File: src/rtl/reset_seq_pkg.sv
// Shared types and helpers for the multi-channel reset sequencer.
package reset_seq_pkg;

    typedef enum logic [1:0] {
        ST_ASSERT,
        ST_HOLD,
        ST_RELEASE,
        ST_DONE
    } reset_seq_state_t;

    function automatic int cnt_width(input int n);
        return $clog2(n + 1);
    endfunction

endpackage

File: src/rtl/reset_sync_chain.sv
// Shift-register synchroniser for a single-bit asynchronous level; clears to 0 on rst.
module reset_sync_chain #(
    parameter int STAGES = 2
) (
    input  logic clk,
    input  logic rst,
    input  logic d,
    output logic q
);

    logic [STAGES-1:0] chain;

    always_ff @(posedge clk) begin
        if (rst) begin
            chain <= '0;
        end else begin
            chain <= {chain[STAGES-2:0], d};
        end
    end

    assign q = chain[STAGES-1];

endmodule

File: src/rtl/reset_sequencer.sv
// Synchronises and stretches a board reset request, then releases the channel resets in order.
// Optional soft-reset input sw_rst_req is present when RESET_SEQ_SW_REQ_EN is defined.
module reset_sequencer
    import reset_seq_pkg::*;
#(
    parameter int NUM_CHANNELS = 4,
    parameter int SYNC_STAGES  = 2,
    parameter int HOLD_CYCLES  = 16,
    parameter int GAP_CYCLES   = 4
) (
    input  logic                    clk,
    input  logic                    rst,
    input  logic                    rst_n_req_async,
`ifdef RESET_SEQ_SW_REQ_EN
    input  logic                    sw_rst_req,
`endif
    output logic [NUM_CHANNELS-1:0] rst_n_out,
    output logic                    seq_busy,
    output logic                    seq_done,
    output reset_seq_state_t        dbg_state
);

    localparam int CW = cnt_width((HOLD_CYCLES > GAP_CYCLES) ? HOLD_CYCLES : GAP_CYCLES);
    localparam int IW = $clog2(NUM_CHANNELS) + 1;
    localparam logic [CW-1:0] HOLD_LAST = CW'(HOLD_CYCLES - 1);
    localparam logic [CW-1:0] GAP_LAST  = CW'(GAP_CYCLES - 1);
    localparam logic [IW-1:0] IDX_LAST  = IW'(NUM_CHANNELS - 1);
    // A single channel has nothing to stagger, so the hold phase ends the sequence.
    localparam reset_seq_state_t AFTER_HOLD = (NUM_CHANNELS == 1) ? ST_DONE : ST_RELEASE;

    reset_seq_state_t        state, state_next;
    logic [CW-1:0]           hold_cnt, hold_next;
    logic [CW-1:0]           gap_cnt, gap_next;
    logic [IW-1:0]           idx, idx_next, idx_inc;
    logic [NUM_CHANNELS-1:0] rst_n_next;
    logic                    busy_next;
    logic                    done_next;
    logic                    req_sync;
    logic                    assert_req;

    reset_sync_chain #(
        .STAGES (SYNC_STAGES)
    ) u_sync (
        .clk (clk),
        .rst (rst),
        .d   (rst_n_req_async),
        .q   (req_sync)
    );

`ifdef RESET_SEQ_SW_REQ_EN
    assign assert_req = !req_sync || sw_rst_req;
`else
    assign assert_req = !req_sync;
`endif

    assign idx_inc = idx + IW'(1);

    always_ff @(posedge clk) begin
        if (rst) begin
            state     <= ST_ASSERT;
            hold_cnt  <= '0;
            gap_cnt   <= '0;
            idx       <= '0;
            rst_n_out <= '0;
            seq_busy  <= 1'b1;
            seq_done  <= 1'b0;
        end else begin
            state     <= state_next;
            hold_cnt  <= hold_next;
            gap_cnt   <= gap_next;
            idx       <= idx_next;
            rst_n_out <= rst_n_next;
            seq_busy  <= busy_next;
            seq_done  <= done_next;
        end
    end

    // Re-assert wins over every other transition and clears all progress.
    always_comb begin
        state_next = state;
        hold_next  = hold_cnt;
        gap_next   = gap_cnt;
        idx_next   = idx;
        if (assert_req) begin
            state_next = ST_ASSERT;
            hold_next  = '0;
            gap_next   = '0;
            idx_next   = '0;
        end else begin
            case (state)
                ST_ASSERT: begin
                    state_next = ST_HOLD;
                    hold_next  = '0;
                end
                ST_HOLD: begin
                    if (hold_cnt == HOLD_LAST) begin
                        state_next = AFTER_HOLD;
                        gap_next   = '0;
                        idx_next   = '0;
                    end else begin
                        hold_next = hold_cnt + CW'(1);
                    end
                end
                ST_RELEASE: begin
                    if (gap_cnt == GAP_LAST) begin
                        gap_next = '0;
                        idx_next = idx_inc;
                        if (idx_inc == IDX_LAST) begin
                            state_next = ST_DONE;
                        end
                    end else begin
                        gap_next = gap_cnt + CW'(1);
                    end
                end
                ST_DONE: begin
                    state_next = ST_DONE;
                end
                default: begin
                    state_next = ST_ASSERT;
                end
            endcase
        end
    end

    // Outputs are decoded from the next state and registered, so every released bit stays high.
    always_comb begin
        rst_n_next = '0;
        for (int k = 0; k < NUM_CHANNELS; k++) begin
            rst_n_next[k] = (state_next == ST_DONE) ||
                            ((state_next == ST_RELEASE) && (IW'(k) <= idx_next));
        end
        busy_next = (state_next != ST_DONE);
        done_next = (state_next == ST_DONE);
    end

    assign dbg_state = state;

endmodule
File: config.mk
export PLATFORM = sky130hd
export DESIGN_NAME = reset_sequencer
export DESIGN_NICKNAME = d
export VERILOG_FILES = /design/src/rtl/reset_seq_pkg.sv /design/src/rtl/reset_sync_chain.sv /design/src/rtl/reset_sequencer.sv
export SDC_FILE = /design/constraint.sdc
export NUM_CORES = 1
export LEC_CHECK = 0
export BUFFER_PORTS_ARGS = -buffer_cell sky130_fd_sc_hd__buf_4
export CORE_UTILIZATION = 56
export DETAILED_ROUTE_END_ITERATION = 12
export PLACE_DENSITY = 0.76
export SYNTH_ARGS = -nofsm -noshare
export SYNTH_HDL_FRONTEND = slang
export SYNTH_SLANG_ARGS = --single-unit
File: constraint.sdc
create_clock -name clk -period 2.32 [get_ports clk]
set_clock_uncertainty 0.05 [all_clocks]
set_input_delay 0.348 -clock clk [delete_from_list [all_inputs] [get_ports clk]]
set_output_delay 0.348 -clock clk [all_outputs]
set_load 0.01 [all_outputs]
==> impl_metrics.env, run 1 <==
export IMPL_min_period_ps=2150
export IMPL_numPortBuffers=10
export IMPL_coreArea_um2=1800
export IMPL_drt_first_pass_iters=4
export IMPL_place_gp_congestion=0.823
export IMPL_ctsHoldBuffers=0
export IMPL_io_pins=11
export IMPL_detail_route_wl_per_cell_um=12.1
export IMPL_worst_pin_slew_ps=497
export IMPL_synth_compound_area_share_pct=18.4
export IMPL_finalSetupViolCount=0
export IMPL_status="completed"
export IMPL_antennaDiodeCount=0
export IMPL_grt_pass1_vias=769
export IMPL_yosysUniqueCellTypes=35
export IMPL_drive_gt1_share_pct=18.2
export IMPL_setup_tns_final_ps=0
export IMPL_layout_commonest_cell="dfxtp_1"
export IMPL_synth_top_family_by_area="simple AND/OR/NAND/NOR gates"
export IMPL_drtIter0Drc=21
export IMPL_crit_path_frequent_cell="ha_1"
export IMPL_drt_drc_violations_left=0
export IMPL_cpMaxStageDelayCell="dfxtp_1"
export IMPL_start_util_pct=62.6
export IMPL_cap_violations=0
export IMPL_ant_nets=0
export IMPL_layout_common_cells="dfxtp_1, nor2_1, a21oi_1, buf_4, ha_1"
export IMPL_yosysTopAreaCell="dfxtp_1"
export IMPL_hpwl_um=1490
export IMPL_syn_area_um2=1130
export IMPL_grt_total_usage_pct=20.5
export IMPL_muxShareOfSynthArea_pct=0.888
export IMPL_final_period_utilization_pct=92.5
export IMPL_crit_buf_inv=0
export IMPL_cpPeakStageDelay_ps=350
export IMPL_ys_seq_elements=23
export IMPL_rsz0062_at_grt="false"
export IMPL_power_mw=0.594
export IMPL_row_count=15
export IMPL_max_freq_mhz=466
export IMPL_ir_worst_vdd_v=0.000364
export IMPL_synthTopCellsByArea="dfxtp_1, ha_1, a21oi_1, nor2_1, o21ai_0"
export IMPL_avgSynthCellArea_um2=9.09
export IMPL_cts_clk_slew_worst_paths_ps=120
export IMPL_cp_cell_sequence="ha_1 -> and3_1 -> ha_1 -> nand2b_2 -> a21boi_0 -> a311oi_2 -> or2_1 -> a21oi_1"
export IMPL_nets=151
export IMPL_antenna_found_initial=0
export IMPL_cp_top_family="simple AND/OR/NAND/NOR gates"
export IMPL_grt_overflow_total=0
export IMPL_synthCells=124
export IMPL_die_area_um2=2200
export IMPL_critPathKind="flop to flop"
export IMPL_cts_setup_buffers=0
export IMPL_synthAdderAreaFrac_pct=11.1
export IMPL_htreeDepth=1
export IMPL_via_count=894
export IMPL_leakagePower_nw=0.521
export IMPL_synth_seq_area_share_pct=40.8
export IMPL_post_place_ws_ps=181
export IMPL_worstPathMaxFanout=7
export IMPL_synth_xor_area_share_pct=0.777
export IMPL_hold_viol=0
export IMPL_routed_wl_um=1960
export IMPL_critPathArrivalTime_ps=2340
export IMPL_crit_path_start_kind="flop"
export IMPL_grt_pass1_wl_um=3120
export IMPL_finalWorstSetupSlack_ps=173
export IMPL_ys_warnings_count=0
export IMPL_crit_required_ps=2510
export IMPL_area_growth_pct=12.0
export IMPL_cts_tree="yes"
export IMPL_clock_sinks=23
export IMPL_fp_dieW_um=46.9
export IMPL_die_y_um=46.9
export IMPL_syn_num_nets=137
export IMPL_numCtsBuffers=3
export IMPL_cts_path_max_buffers=2
export IMPL_vias_per_cell=5.52
export IMPL_grt_max_degree=15
export IMPL_fillers=148
export IMPL_cts_root_buf="clkbuf_4"
export IMPL_fin_area_um2=1260
export IMPL_synthSimpleGateAreaFrac_pct=23.6
export IMPL_final_max_slew_viol_count=0
export IMPL_clock_latency_ps=300
export IMPL_cellPowerDensity_nw_per_um2=471
export IMPL_cp_end_kind="flop"
export IMPL_hold_class="primary input to flop"
export IMPL_post_dp_cell_area_um2=1230
export IMPL_yosysTopAreaCellShare_pct=40.8
export IMPL_slew_headroom_pct=66.5
==> sequential cells by signal (all words and copies together), names as in the netlist <==
| register | flops |
|---|---|
| seq_done | 1 |
| hold_cnt | 5 |
| seq_busy | 1 |
| rst_n_out | 4 |
| gap_cnt | 5 |
| dbg_state | 2 |
| u_sync.chain | 2 |
| idx | 3 |
==> logic make-up (layout without fill, tap and decap cells) <==
family	after synthesis	after routing
flops	23	23
xor+xnor	1	1
fa+ha+maj	10	10
buf+inv	12	25
mux	1	1
simple gates	46	46
compound gates	31	31
==> per-stage QoR <==
step / std cells / hold slack [ps] / utilization [%]
floorplan: 124 / 364 / -
global placement: 158 / 374 / 68.5
detailed placement: 158 / 380 / 68.5
CTS: 162 / 139 / 69.9
global route: 162 / 128 / 70.1
finish: 162 / 143 / 70.1
==> report_power, final <==
part / switching [mW] / leakage (nW) / internal, mW
clock: 0.112 / 0.0150 / 0.0671
sequential: 0.000977 / 0.186 / 0.397
combinational: 0.00997 / 0.321 / 0.00761
==> final timing paths <==
path / startpoint / to / slack (ps) / cells past startpoint
worst max-delay path: hold_cnt[0] / rst_n_out[3] / 170 / 8
worst min-delay path: rst / u_sync.chain[1] / 140 / 2
worst max register to register: hold_cnt[0] / rst_n_out[3] / 170 / 8
worst min register to register: u_sync.chain[0] / u_sync.chain[1] / 400 / 1
==> timing repair <==
action,CTS,global route
setup endpoints to repair,0,1
endpoints found under the hold margin,0,0
resized for setup,0,1
==> Yosys cell counts (all sizes together) <==
master and instances:
nand2b 3, inv 9, o21ai 7, nand4 1, or2 1, nor4b 1, buf 1, o31a 1
or4b 1, a31oi 1, nand3 3, nand2 3, ha 10, xnor2 1, and2 1, a22oi 2
dfxtp 23, nor2b 5, nand3b 1, a41o 1, o21ba 1, a21oi 12, nor3 5, a311oi 2
a211oi 1, mux2i 1, nor2 16, a211o 1, a21o 1, clkbuf 2, a21boi 1, and3 3
and4b 2
==> metal layers <==
metal	vias up	GRT usage [%]	wire, um
met2	16	35.3	921
met4	0	8.57	24
met1	412	25.1	954
met3	4	3.46	60
li1	462	-	-
met5	-	0	0
==> layout make-up <==
type / count / area [um^2] / area share (%)
multi-input cells: 89 / 621 / 49.2
clock buffers: 4 / 26.3 / 2.08
well taps: 25 / 31.3 / 2.48
inverters: 9 / 33.8 / 2.68
flip-flops and latches: 23 / 460 / 36.5
repair buffers: 12 / 90.1 / 7.14
Power figures use the tool's default switching activity.
==> run 2, diff against run 1 <==
CORE_UTILIZATION = 46   (was 56)
PLACE_DENSITY = unset   (was 0.76)
==> impl_metrics.env, run 2 (same netlist as run 1, synthesis figures left out) <==
export IMPL_status="completed"
export IMPL_nets=151
export IMPL_cellPowerDensity_nw_per_um2=478
export IMPL_largest_registers="gap_cnt (5), hold_cnt (5), rst_n_out (4)"
export IMPL_fp_dieW_um=51.5
export IMPL_stdcell_count=165
export IMPL_final_max_slew_viol_count=0
export IMPL_finalSetupViolCount=0
export IMPL_antenna_found_initial=0
export IMPL_detail_route_wl_per_cell_um=12.4
export IMPL_max_freq_mhz=482
export IMPL_cap_violations=0
export IMPL_antennaDiodeCount=0
export IMPL_crit_path_start_kind="flop"
export IMPL_ir_worst_vdd_v=0.000345
export IMPL_worst_pin_slew_ps=520
export IMPL_ant_nets=0
export IMPL_finalWorstSetupSlack_ps=244
export IMPL_layout_common_cells="dfxtp_1, nor2_1, a21oi_1, buf_4, ha_1"
export IMPL_cts_tree="yes"
export IMPL_die_area_um2=2650
export IMPL_numPortBuffers=10
export IMPL_numCtsBuffers=3
export IMPL_cpMaxStageDelayCell="dfxtp_1"
export IMPL_io_pins=11
export IMPL_crit_path_frequent_cell="ha_1"
export IMPL_drt_first_pass_iters=4
export IMPL_rsz0062_at_grt="false"
export IMPL_cp_end_kind="flop"
export IMPL_cts_resized=0
export IMPL_worstPathMaxFanout=7
export IMPL_row_count=17
export IMPL_place_gp_congestion=0.879
export IMPL_cts_root_buf="clkbuf_4"
export IMPL_ctsHoldBuffers=0
export IMPL_cts_setup_buffers=0
export IMPL_via_count=881
export IMPL_die_y_um=51.5
export IMPL_vias_per_cell=5.34
export IMPL_hold_viol=0
export IMPL_drtIter0Drc=12
export IMPL_hpwl_um=1560
export IMPL_leakagePower_nw=0.524
export IMPL_cts_clk_slew_worst_paths_ps=140
export IMPL_setup_tns_final_ps=0
export IMPL_post_place_ws_ps=248
export IMPL_fillers=215
export IMPL_dp_cells=161
export IMPL_min_period_ps=2080
export IMPL_critPathArrivalTime_ps=2290
export IMPL_drt_drc_violations_left=0
export IMPL_slew_headroom_pct=65.0
export IMPL_layout_commonest_cell="dfxtp_1"
export IMPL_grt_pass1_vias=814
export IMPL_grt_overflow_total=0
export IMPL_htreeDepth=1
export IMPL_area_growth_pct=12.2
export IMPL_drive_gt1_share_pct=18.2
export IMPL_clock_sinks=23
export IMPL_grt_total_usage_pct=17.0
export IMPL_start_util_pct=50.0
export IMPL_routed_wl_um=2040
export IMPL_crit_required_ps=2540
export IMPL_grt_max_degree=15
export IMPL_cts_path_max_buffers=2
export IMPL_coreArea_um2=2250
export IMPL_final_period_utilization_pct=89.5
export IMPL_cp_cell_sequence="ha_1 -> and3_1 -> ha_1 -> nand2b_1 -> a21boi_0 -> a311oi_2 -> or2_1 -> a21oi_1"
export IMPL_hold_class="primary input to flop"
export IMPL_clock_latency_ps=320
export IMPL_critPathKind="flop to flop"
export IMPL_grt_pass1_wl_um=3350
export IMPL_cpPeakStageDelay_ps=350
[run 2: stage by stage]
step | util [%] | area (um^2) | hold slack [ps] | total power, mW
6_report | 56.1 | 1260 | 124 | 0.604
5_1_grt | 56.1 | 1260 | 120 | 0.626
4_1_cts | 56.1 | 1260 | 120 | 0.612
3_5_place_dp | 54.9 | 1240 | 397 | 0.424
3_3_place_gp | 54.9 | 1240 | 372 | 0.424
2_1_floorplan | - | 1130 | 364 | 0.417
[run 2: cell type report]
| cell class | count | area, um^2 | area share [%] |
|---|---|---|---|
| multi-input cells | 89 | 618 | 48.9 |
| flip-flops and latches | 23 | 460 | 36.4 |
| repair buffers | 12 | 90.1 | 7.12 |
| well taps | 28 | 35.0 | 2.77 |
| inverters | 9 | 33.8 | 2.67 |
| clock buffers | 3 | 22.5 | 1.78 |
| clock inverters | 1 | 5.00 | 0.396 |
[run 2: path summary, 6_finish.rpt]
kind                   start               to  slack [ps]  cells past startpoint
max              hold_cnt[0]     rst_n_out[3]         240                      8
min                      rst  u_sync.chain[0]         120                      2
max reg2reg      hold_cnt[0]     rst_n_out[3]         240                      8
min reg2reg  u_sync.chain[0]  u_sync.chain[1]         410                      1
[run 2: where the power goes]
| group | leakage [nW] | internal [mW] | switching, mW |
|---|---|---|---|
| clock network | 0.0177 | 0.0645 | 0.124 |
| registers | 0.186 | 0.397 | 0.000965 |
| logic | 0.320 | 0.00750 | 0.00990 |
[run 2: worst max-delay path: cells and delay by family, from the launching register on]
family          cells  cell delay [ps]
compound gates      3              470
fa+ha+maj           2              450
simple gates        3              700
flops               1              350
[run 2: per-layer routing]
| layer | vias up | GRT usage (%) | routed length (um) |
|---|---|---|---|
| li1 | 466 | - | - |
| met1 | 401 | 21.0 | 1030 |
| met2 | 10 | 28.8 | 946 |
| met3 | 4 | 2.63 | 37 |
| met4 | 0 | 8.11 | 34 |
| met5 | - | 0 | 0 |
==> run 3, diff against run 2 <==
REMOVE_ABC_BUFFERS = 1   (was unset)
==> impl_metrics.env, run 3 (same netlist as run 1, synthesis figures left out) <==
export IMPL_hold_class="primary input to flop"
export IMPL_status="completed"
export IMPL_leakagePower_nw=0.520
export IMPL_cts_root_buf="clkbuf_4"
export IMPL_grt_total_usage_pct=18.3
export IMPL_rsz0062_at_grt="false"
export IMPL_cp_end_kind="flop"
export IMPL_worst_pin_slew_ps=572
export IMPL_grt_pass1_vias=817
export IMPL_cts_clk_slew_worst_paths_ps=130
export IMPL_nets=150
export IMPL_detail_route_wl_per_cell_um=12.1
export IMPL_layout_common_cells="dfxtp_1, nor2_1, a21oi_1"
export IMPL_routed_wl_um=1990
export IMPL_numCtsBuffers=3
export IMPL_clock_latency_ps=300
export IMPL_antennaDiodeCount=0
export IMPL_post_place_ws_ps=250
export IMPL_drive_gt1_share_pct=18.4
export IMPL_cts_setup_buffers=0
export IMPL_cp_cell_sequence="ha_1 -> and3_1 -> ha_1 -> nand2b_2 -> a21oi_1 -> a311oi_2 -> or2_1 -> a21oi_1"
export IMPL_drt_drc_violations_left=0
export IMPL_drt_first_pass_iters=4
export IMPL_worstPathMaxFanout=7
export IMPL_die_area_um2=2650
export IMPL_slew_headroom_pct=61.5
export IMPL_grt_pass1_wl_um=3610
export IMPL_hpwl_um=1480
export IMPL_layout_commonest_cell="dfxtp_1"
export IMPL_setup_tns_final_ps=0
export IMPL_clock_sinks=23
export IMPL_area_growth_pct=11.8
export IMPL_cp_top_family="simple AND/OR/NAND/NOR gates"
export IMPL_final_period_utilization_pct=88.3
export IMPL_grt_overflow_total=0
export IMPL_critPathArrivalTime_ps=2240
export IMPL_ant_nets=0
export IMPL_htreeDepth=1
export IMPL_grt_max_degree=15
export IMPL_ir_worst_vdd_v=0.000301
export IMPL_crit_path_start_kind="flop"
export IMPL_critPathKind="flop to flop"
export IMPL_final_max_slew_viol_count=0
export IMPL_finalSetupViolCount=0
export IMPL_max_freq_mhz=488
export IMPL_vias_per_cell=5.32
export IMPL_finalWorstSetupSlack_ps=272
export IMPL_cpPeakStageDelay_ps=360
export IMPL_min_period_ps=2050
export IMPL_die_y_um=51.5
export IMPL_crit_buf_inv=0
export IMPL_fillers=217
export IMPL_power_mw=0.598
export IMPL_cts_path_max_buffers=2
export IMPL_place_gp_congestion=0.762
export IMPL_cap_violations=0
export IMPL_via_count=872
export IMPL_cts_tree="yes"
export IMPL_drtIter0Drc=15
export IMPL_start_util_pct=50.0
export IMPL_io_pins=11
export IMPL_cellPowerDensity_nw_per_um2=474
export IMPL_fp_dieW_um=51.5
export IMPL_hold_ws_ps=145
export IMPL_cpMaxStageDelayCell="dfxtp_1"
export IMPL_largest_registers="gap_cnt (5), hold_cnt (5), rst_n_out (4)"
export IMPL_numPortBuffers=10
export IMPL_row_count=17
export IMPL_coreArea_um2=2250
export IMPL_crit_required_ps=2520
export IMPL_hold_viol=0
export IMPL_antenna_found_initial=0
run 3: area by class of cell:
class	count	area, um^2	area share [%]
tap	28	35.0	2.78
timing repair buffer	11	82.6	6.55
multi-input combinational	89	621	49.3
sequential	23	460	36.5
inverter	9	33.8	2.68
clock inverter	1	5.00	0.397
clock buffer	3	22.5	1.79
run 3: worst reg2reg max path, cell delays in order (launching register included):
cell and delay, ps:
dfxtp_1 360, ha_1 220, and3_1 190, ha_1 230
nand2b_2 250, a21oi_1 230, a311oi_2 80, or2_1 240
a21oi_1 130
run 3: through the flow:
step                cells  util [%]  instance area, um^2
floorplan             121         -                 1110
global placement      160      54.6                 1230
detailed placement    160      54.6                 1230
CTS                   164      55.8                 1260
global route          164      55.9                 1260
finish                164      55.9                 1260
run 3: final timing paths:
kind / from / endpoint / slack (ps) / cells after the start
worst min-delay path: rst / u_sync.chain[0] / 150 / 2
worst max-delay path: hold_cnt[0] / rst_n_out[3] / 270 / 8
worst min register to register: u_sync.chain[0] / u_sync.chain[1] / 400 / 1
worst max register to register: hold_cnt[0] / rst_n_out[3] / 270 / 8
run 3: routing by layer:
layer	share of wire [%]	routed length, um	vias to the layer above	track usage, %
met5	0	0	-	0
met4	1.1	21	0	9.01
met3	2.0	40	2	2.92
met2	44	875	8	29.2
met1	53	1050	403	23.9
li1	-	-	459	-
run 3: report_power, final:
part | leakage (nW) | total, mW | switching [mW] | internal, mW
registers | 0.186 | 0.398 | 0.000937 | 0.397
clock network | 0.0177 | 0.182 | 0.118 | 0.0643
logic | 0.316 | 0.0176 | 0.00994 | 0.00762
total | 0.520 | 0.598 | 0.129 | 0.469
run 3: what timing repair did:
item,CTS,global route
endpoints found under the hold margin,0,0
resized for setup,0,2
setup endpoints to repair,0,3
hold buffers,0,0
